<file path="config.mk">
export PLATFORM = sky130hd
export DESIGN_NAME = mux3
export DESIGN_NICKNAME = d
export VERILOG_FILES = /design/src/rtl/mux3.sv
export SDC_FILE = /design/constraint.sdc
export NUM_CORES = 1
export LEC_CHECK = 0
export ABC_AREA = 1
export CORE_AREA = 2 2 39 41
export DETAILED_ROUTE_END_ITERATION = 10
export DIE_AREA = 0 0 41 43
export GPL_TIMING_DRIVEN = 0
export PLACE_DENSITY = 0.47
export RECOVER_POWER = 100
export SYNTH_ARGS = -nofsm -noshare
export SYNTH_HDL_FRONTEND = slang
export SYNTH_SLANG_ARGS = --single-unit
</file>
<file path="constraint.sdc">
create_clock -name clk -period 0.9 [get_ports clk]
set_input_delay 0.18 -clock clk [delete_from_list [all_inputs] [get_ports clk]]
set_output_delay 0.18 -clock clk [all_outputs]
set_load 0.02 [all_outputs]
</file>
<file path="src/rtl/mux3.sv">
// Registered 3:1 one-hot multiplexer with k-bit data paths and 1-cycle latency.
// Define MUX3_SEL_CHECK_EN to zero the output and raise sel_err on multi-hot selects.
module mux3 #(
    parameter int k = 4
) (
    input  logic         clk,
    input  logic         reset,
    input  logic [k-1:0] a2,
    input  logic [k-1:0] a1,
    input  logic [k-1:0] a0,
    input  logic [2:0]   s,
    output logic [k-1:0] b,
    output logic         sel_err
);

`ifdef MUX3_SEL_CHECK_EN
    // True when more than one select line is active.
    function automatic logic is_multi_hot(input logic [2:0] sel);
        logic multi;
        case (sel)
            3'b000, 3'b001, 3'b010, 3'b100: multi = 1'b0;
            default:                        multi = 1'b1;
        endcase
        return multi;
    endfunction
`endif

    logic [k-1:0] and_or_s;
    logic [k-1:0] b_next_s;
    logic         err_next_s;
    logic [k-1:0] b_r;
    logic         sel_err_r;

    // AND-OR gating keeps unselected inputs (even X) away from the output.
    always_comb begin
        and_or_s = ({k{s[0]}} & a0) | ({k{s[1]}} & a1) | ({k{s[2]}} & a2);
    end

    // Next-state decode for the output and the select-error flag.
    always_comb begin
        b_next_s   = and_or_s;
        err_next_s = 1'b0;
`ifdef MUX3_SEL_CHECK_EN
        if (is_multi_hot(s)) begin
            b_next_s   = {k{1'b0}};
            err_next_s = 1'b1;
        end else begin
            b_next_s   = and_or_s;
            err_next_s = 1'b0;
        end
`endif
    end

    // Output registers; reset discards whatever was sampled this cycle.
    always_ff @(posedge clk) begin
        if (reset) begin
            b_r       <= {k{1'b0}};
            sel_err_r <= 1'b0;
        end else begin
            b_r       <= b_next_s;
            sel_err_r <= err_next_s;
        end
    end

    assign b       = b_r;
    assign sel_err = sel_err_r;

endmodule

</file>
=== After elaboration in Yosys (flattened, before gate mapping) ===
Index checks and enable logic that the tools add are counted.

* Bitwise operators: 5

{| class="wikitable"
|+ Operators by type and width
! cell !! count
|-
| $and 4x4->4 || 3
|-
| $or 4x4->4 || 2
|}

* Word-level logic and storage cells: 6
* Output and inout bits: 5
* Bits in registers: 4

=== Depth between registers and ports, before layout ===
* Word-level depth: 3
* Depth in mapped cells: 4
* Gate-level depth less buffers: 4

=== Worst setup path after synthesis ===
OpenSTA, ideal clock, no wires.

* Path type: reg-to-output
* Start point: register b_r[0], in the netlist b[0]
* End point: output b[0]
* Slack: 325 ps
* Required time: 720 ps
* Arrival: 395 ps
* Buffers on the path: 0
* Cell stages (with the launch flop): 1
* Cells stage by stage: dfxtp_1

{| class="wikitable"
|+ RTL lines
! element !! line !! RTL
|-
| start, declared || 31 || <nowiki>logic [k-1:0] b_r;</nowiki>
|-
| start signal, assigned || 57 || <nowiki>b_r <= {k{1'b0}};</nowiki>
|-
| start signal, assigned || 60 || <nowiki>b_r <= b_next_s;</nowiki>
|-
| end, declared || 12 || <nowiki>output logic [k-1:0] b,</nowiki>
|}

No word-level cell between the ends.

=== Worst setup path after layout ===
* Start point: register b_r[1], in the netlist b[1]
* End point: output b[1]

No word-level cell between the ends.

==> flow_results.xml <==
<?xml version="1.0" encoding="UTF-8"?>
<metrics>
  <group name="hold_path">
    <metric name="hold_path.startpoint" unit="">reset</metric>
    <metric name="min_path_type" unit="">input port to flip-flop</metric>
  </group>
  <group name="logic_synthesis">
    <metric name="synthesis.yosys.warnings" unit="">0</metric>
    <metric name="netlist_area_before_placement" unit="um^2">190</metric>
    <metric name="synthArstFlopShare" unit="%">0</metric>
    <metric name="yosysTopAreaCellShare" unit="%">42.1</metric>
    <metric name="synthCells" unit="">31</metric>
    <metric name="synth.lib_cells_used.distinct" unit="">7</metric>
    <metric name="synth_largest_area_cell" unit="">dfxtp_1</metric>
    <metric name="synth_sequential_area_ratio" unit="%">42.1</metric>
    <metric name="synth_edf_count" unit="">0</metric>
    <metric name="ys_ff_latch" unit="">4</metric>
    <metric name="post_synth_most_frequent_cells" unit="">nand2_1 (16), dfxtp_1 (4), inv_1 (4), nand3_1 (4)</metric>
    <metric name="synthMostInstantiatedCell" unit="">nand2_1</metric>
    <metric name="postSynthNetCount" unit="">48</metric>
    <metric name="postSynthAreaPerCell" unit="um^2">6.13</metric>
    <metric name="netlist_top_cells_area" unit="">dfxtp_1 (42%), nand2_1 (32%), nand3_1 (11%), inv_1 (7.9%), buf_4 (3.9%)</metric>
    <metric name="ys_flop_type" unit="">dfxtp_1</metric>
  </group>
  <group name="critical_path">
    <metric name="critPathBufInv" unit="">1</metric>
    <metric name="critical-path-max-stage-delay" unit="ns">0.30</metric>
    <metric name="worst-setup-path-type" unit="">flip-flop to primary output</metric>
    <metric name="critical_path_cell_by_cell" unit="">clkbuf_2</metric>
    <metric name="worst_setup_path_endpoint" unit="">b[1]</metric>
    <metric name="worst_ep_required_time" unit="ns">0.72</metric>
    <metric name="startpoint_types" unit="">flip-flop</metric>
    <metric name="worst-path-stages" unit="">1</metric>
    <metric name="cp_max_fo" unit="">1</metric>
    <metric name="cp-end-kind" unit="">primary output</metric>
    <metric name="critPathSlowestCell" unit="">dfxtp_1</metric>
    <metric name="critical-path-top-delay-family" unit="">flip-flops</metric>
    <metric name="startpoint" unit="">b[1]</metric>
    <metric name="arrival" unit="ns">0.68</metric>
  </group>
  <group name="clock_network">
    <metric name="htree_levels" unit="">1</metric>
    <metric name="root_driver" unit="">clkbuf_4</metric>
    <metric name="clock_tree_from_tritoncts" unit="">done</metric>
    <metric name="clk_path_buf_depth" unit="">2</metric>
    <metric name="post-cts-setup-buffers" unit="">0</metric>
    <metric name="worst_setup_hold_path_clk_slew" unit="ns">0.04</metric>
    <metric name="clkSinkCount" unit="">4</metric>
    <metric name="tritoncts.num_buffers" unit="">3</metric>
  </group>
  <group name="detailed_routing">
    <metric name="detailroute.via_count" unit="">243</metric>
    <metric name="avgViaCountPerCell" unit="">3.47</metric>
    <metric name="detail_route.wl_per_cell" unit="um">6.83</metric>
    <metric name="drc_errors_left" unit="">0</metric>
    <metric name="drt_pass1_iterations" unit="">1</metric>
    <metric name="drt_wl_total" unit="um">478</metric>
    <metric name="1st_iter_drt_viols" unit="">0</metric>
    <metric name="antenna_violating_nets_post_route" unit="">0</metric>
  </group>
  <group name="cells_and_area">
    <metric name="post-route-util" unit="%">29.8</metric>
    <metric name="area_growth_syn_to_layout" unit="%">117</metric>
    <metric name="final_layout_size_suffix_gt1_share" unit="%">16.7</metric>
    <metric name="finish.net_count" unit="">73</metric>
    <metric name="flip_flop_count_of_the_largest_register_all_copies_and_words_added" unit="">4</metric>
    <metric name="final-instance-count-excl-fill" unit="">70</metric>
    <metric name="antenna_cells" unit="">0</metric>
  </group>
  <group name="run">
    <metric name="drv_cap" unit="">0</metric>
  </group>
  <group name="power">
    <metric name="switch_share" unit="%">22.9</metric>
    <metric name="max-vdd-ir-drop" unit="uV">337</metric>
    <metric name="cell_pwr_density" unit="nW/um^2">1340</metric>
    <metric name="p_switching" unit="mW">0.127</metric>
    <metric name="clockPowerShare" unit="%">38.6</metric>
    <metric name="power_report.internal_total" unit="mW">0.427</metric>
    <metric name="power.sequential.fraction" unit="%">35.2</metric>
    <metric name="static_power_due_to_leakage" unit="nW">0.218</metric>
    <metric name="comb_power_share" unit="%">26.2</metric>
  </group>
  <group name="grt">
    <metric name="vias_in_the_first_global_route" unit="">223</metric>
    <metric name="global_route_wire_length_before_repair" unit="um">759</metric>
    <metric name="grt_max_degree" unit="">5</metric>
    <metric name="grt.overflow.total" unit="">0</metric>
    <metric name="grt_usage" unit="%">7.02</metric>
    <metric name="antenna_found_initial" unit="">0</metric>
  </group>
  <group name="sta">
    <metric name="fin_crit" unit="ns">0.863</metric>
    <metric name="setup_violations" unit="">0</metric>
    <metric name="drv_slew" unit="">0</metric>
    <metric name="unrepaired_setup_endpoints_after_global_routing" unit="">false</metric>
    <metric name="finalWorstSetupSlack" unit="ns">0.0374</metric>
    <metric name="setup_total_negative_slack" unit="ns">0</metric>
    <metric name="fin_crit_sh" unit="%">95.8</metric>
    <metric name="clock.fmax" unit="MHz">1160</metric>
    <metric name="final_hold_viol_count" unit="">0</metric>
  </group>
  <group name="placed_design">
    <metric name="place_ws" unit="ns">-0.156</metric>
    <metric name="place_inst" unit="">67</metric>
    <metric name="gpl.final_weighted_congestion" unit="">0.642</metric>
    <metric name="buffer_ports.inserted" unit="">20</metric>
  </group>
  <group name="outcome">
    <metric name="result_of_the_run" unit="">finished, final reports clean</metric>
  </group>
  <group name="floorplanning">
    <metric name="die-height" unit="um">43</metric>
    <metric name="die_w" unit="um">41</metric>
    <metric name="floorplan.core_area" unit="um^2">1380</metric>
    <metric name="boundaryPins" unit="">22</metric>
    <metric name="fp.dieArea" unit="um^2">1760</metric>
    <metric name="initial_utilization" unit="%">13.7</metric>
    <metric name="std_cell_rows" unit="">14</metric>
  </group>
</metrics>
[placed cells by master (no fill, tap or decap)]
| cell type | count |
|---|---|
| dfxtp_1 | 4 |
| nand2_1 | 16 |
| inv_2 | 1 |
| clkdlybuf4s50_1 | 16 |
| nand3_1 | 4 |
| clkbuf_2 | 3 |
| conb_1 | 1 |
| clkbuf_4 | 3 |
| inv_1 | 4 |
| buf_4 | 1 |
| buf_2 | 1 |
[repair_timing]
item | CTS | global route
gates resized for setup | 16 | 0
hold buffers | 0 | 0
endpoints found under the setup margin | 4 | 0
[cells by family (layout without fill, tap and decap cells)]
family / Yosys count / count (layout) / synth area share [%]
other: 1 / 1 / 1.97
AND/OR/NAND/NOR: 20 / 20 / 42.1
buffers and inverters: 6 / 29 / 13.8
flip-flops: 4 / 4 / 42.1
[worst min-delay path by stage]
stage | to | slack, ns | cells after the start
final | b[0] | 0.56 | 4
after floorplan | b[0] | 0.33 | 3
after CTS | b[2] | 0.56 | 4
after global placement | b[3] | 0.82 | 4
after detailed placement | b[2] | 0.79 | 4
after global routing | b[1] | 0.58 | 4
[power by group through the flow]
stage,sequential (mW),combinational (mW),clock (mW)
finish,0.195,0.145,0.214
global route,0.195,0.160,0.238
CTS,0.194,0.147,0.228
detailed placement,0.198,0.159,0
global placement,0.197,0.159,0
floorplan,0.216,0.0367,0
[metal layers]
layer  GRT usage [%]  wire length, um  up-vias
met3            2.09               89        0
li1                -                -      135
met1            8.01              215       88
met4            10.0                0        0
met5               0                0        -
met2            8.13              174       20
[layout make-up]
type | instances | area, um^2
sequential | 4 | 80.1
multi-input combinational | 21 | 83.8
inverter | 5 | 18.8
buffer | 1 | 7.51
fill | 165 | 971
clock buffer | 3 | 22.5
timing repair buffer | 20 | 180
tap | 16 | 20.0
[per-stage QoR]
stage / cell area (um^2) / hold slack, ns / power (mW)
2_1_floorplan: 190 / 0.330 / 0.252
3_3_place_gp: 410 / 0.815 / 0.356
3_5_place_dp: 410 / 0.794 / 0.356
4_1_cts: 413 / 0.560 / 0.569
5_1_grt: 413 / 0.585 / 0.593
6_report: 413 / 0.563 / 0.554
(Power assumes the default switching activity.)
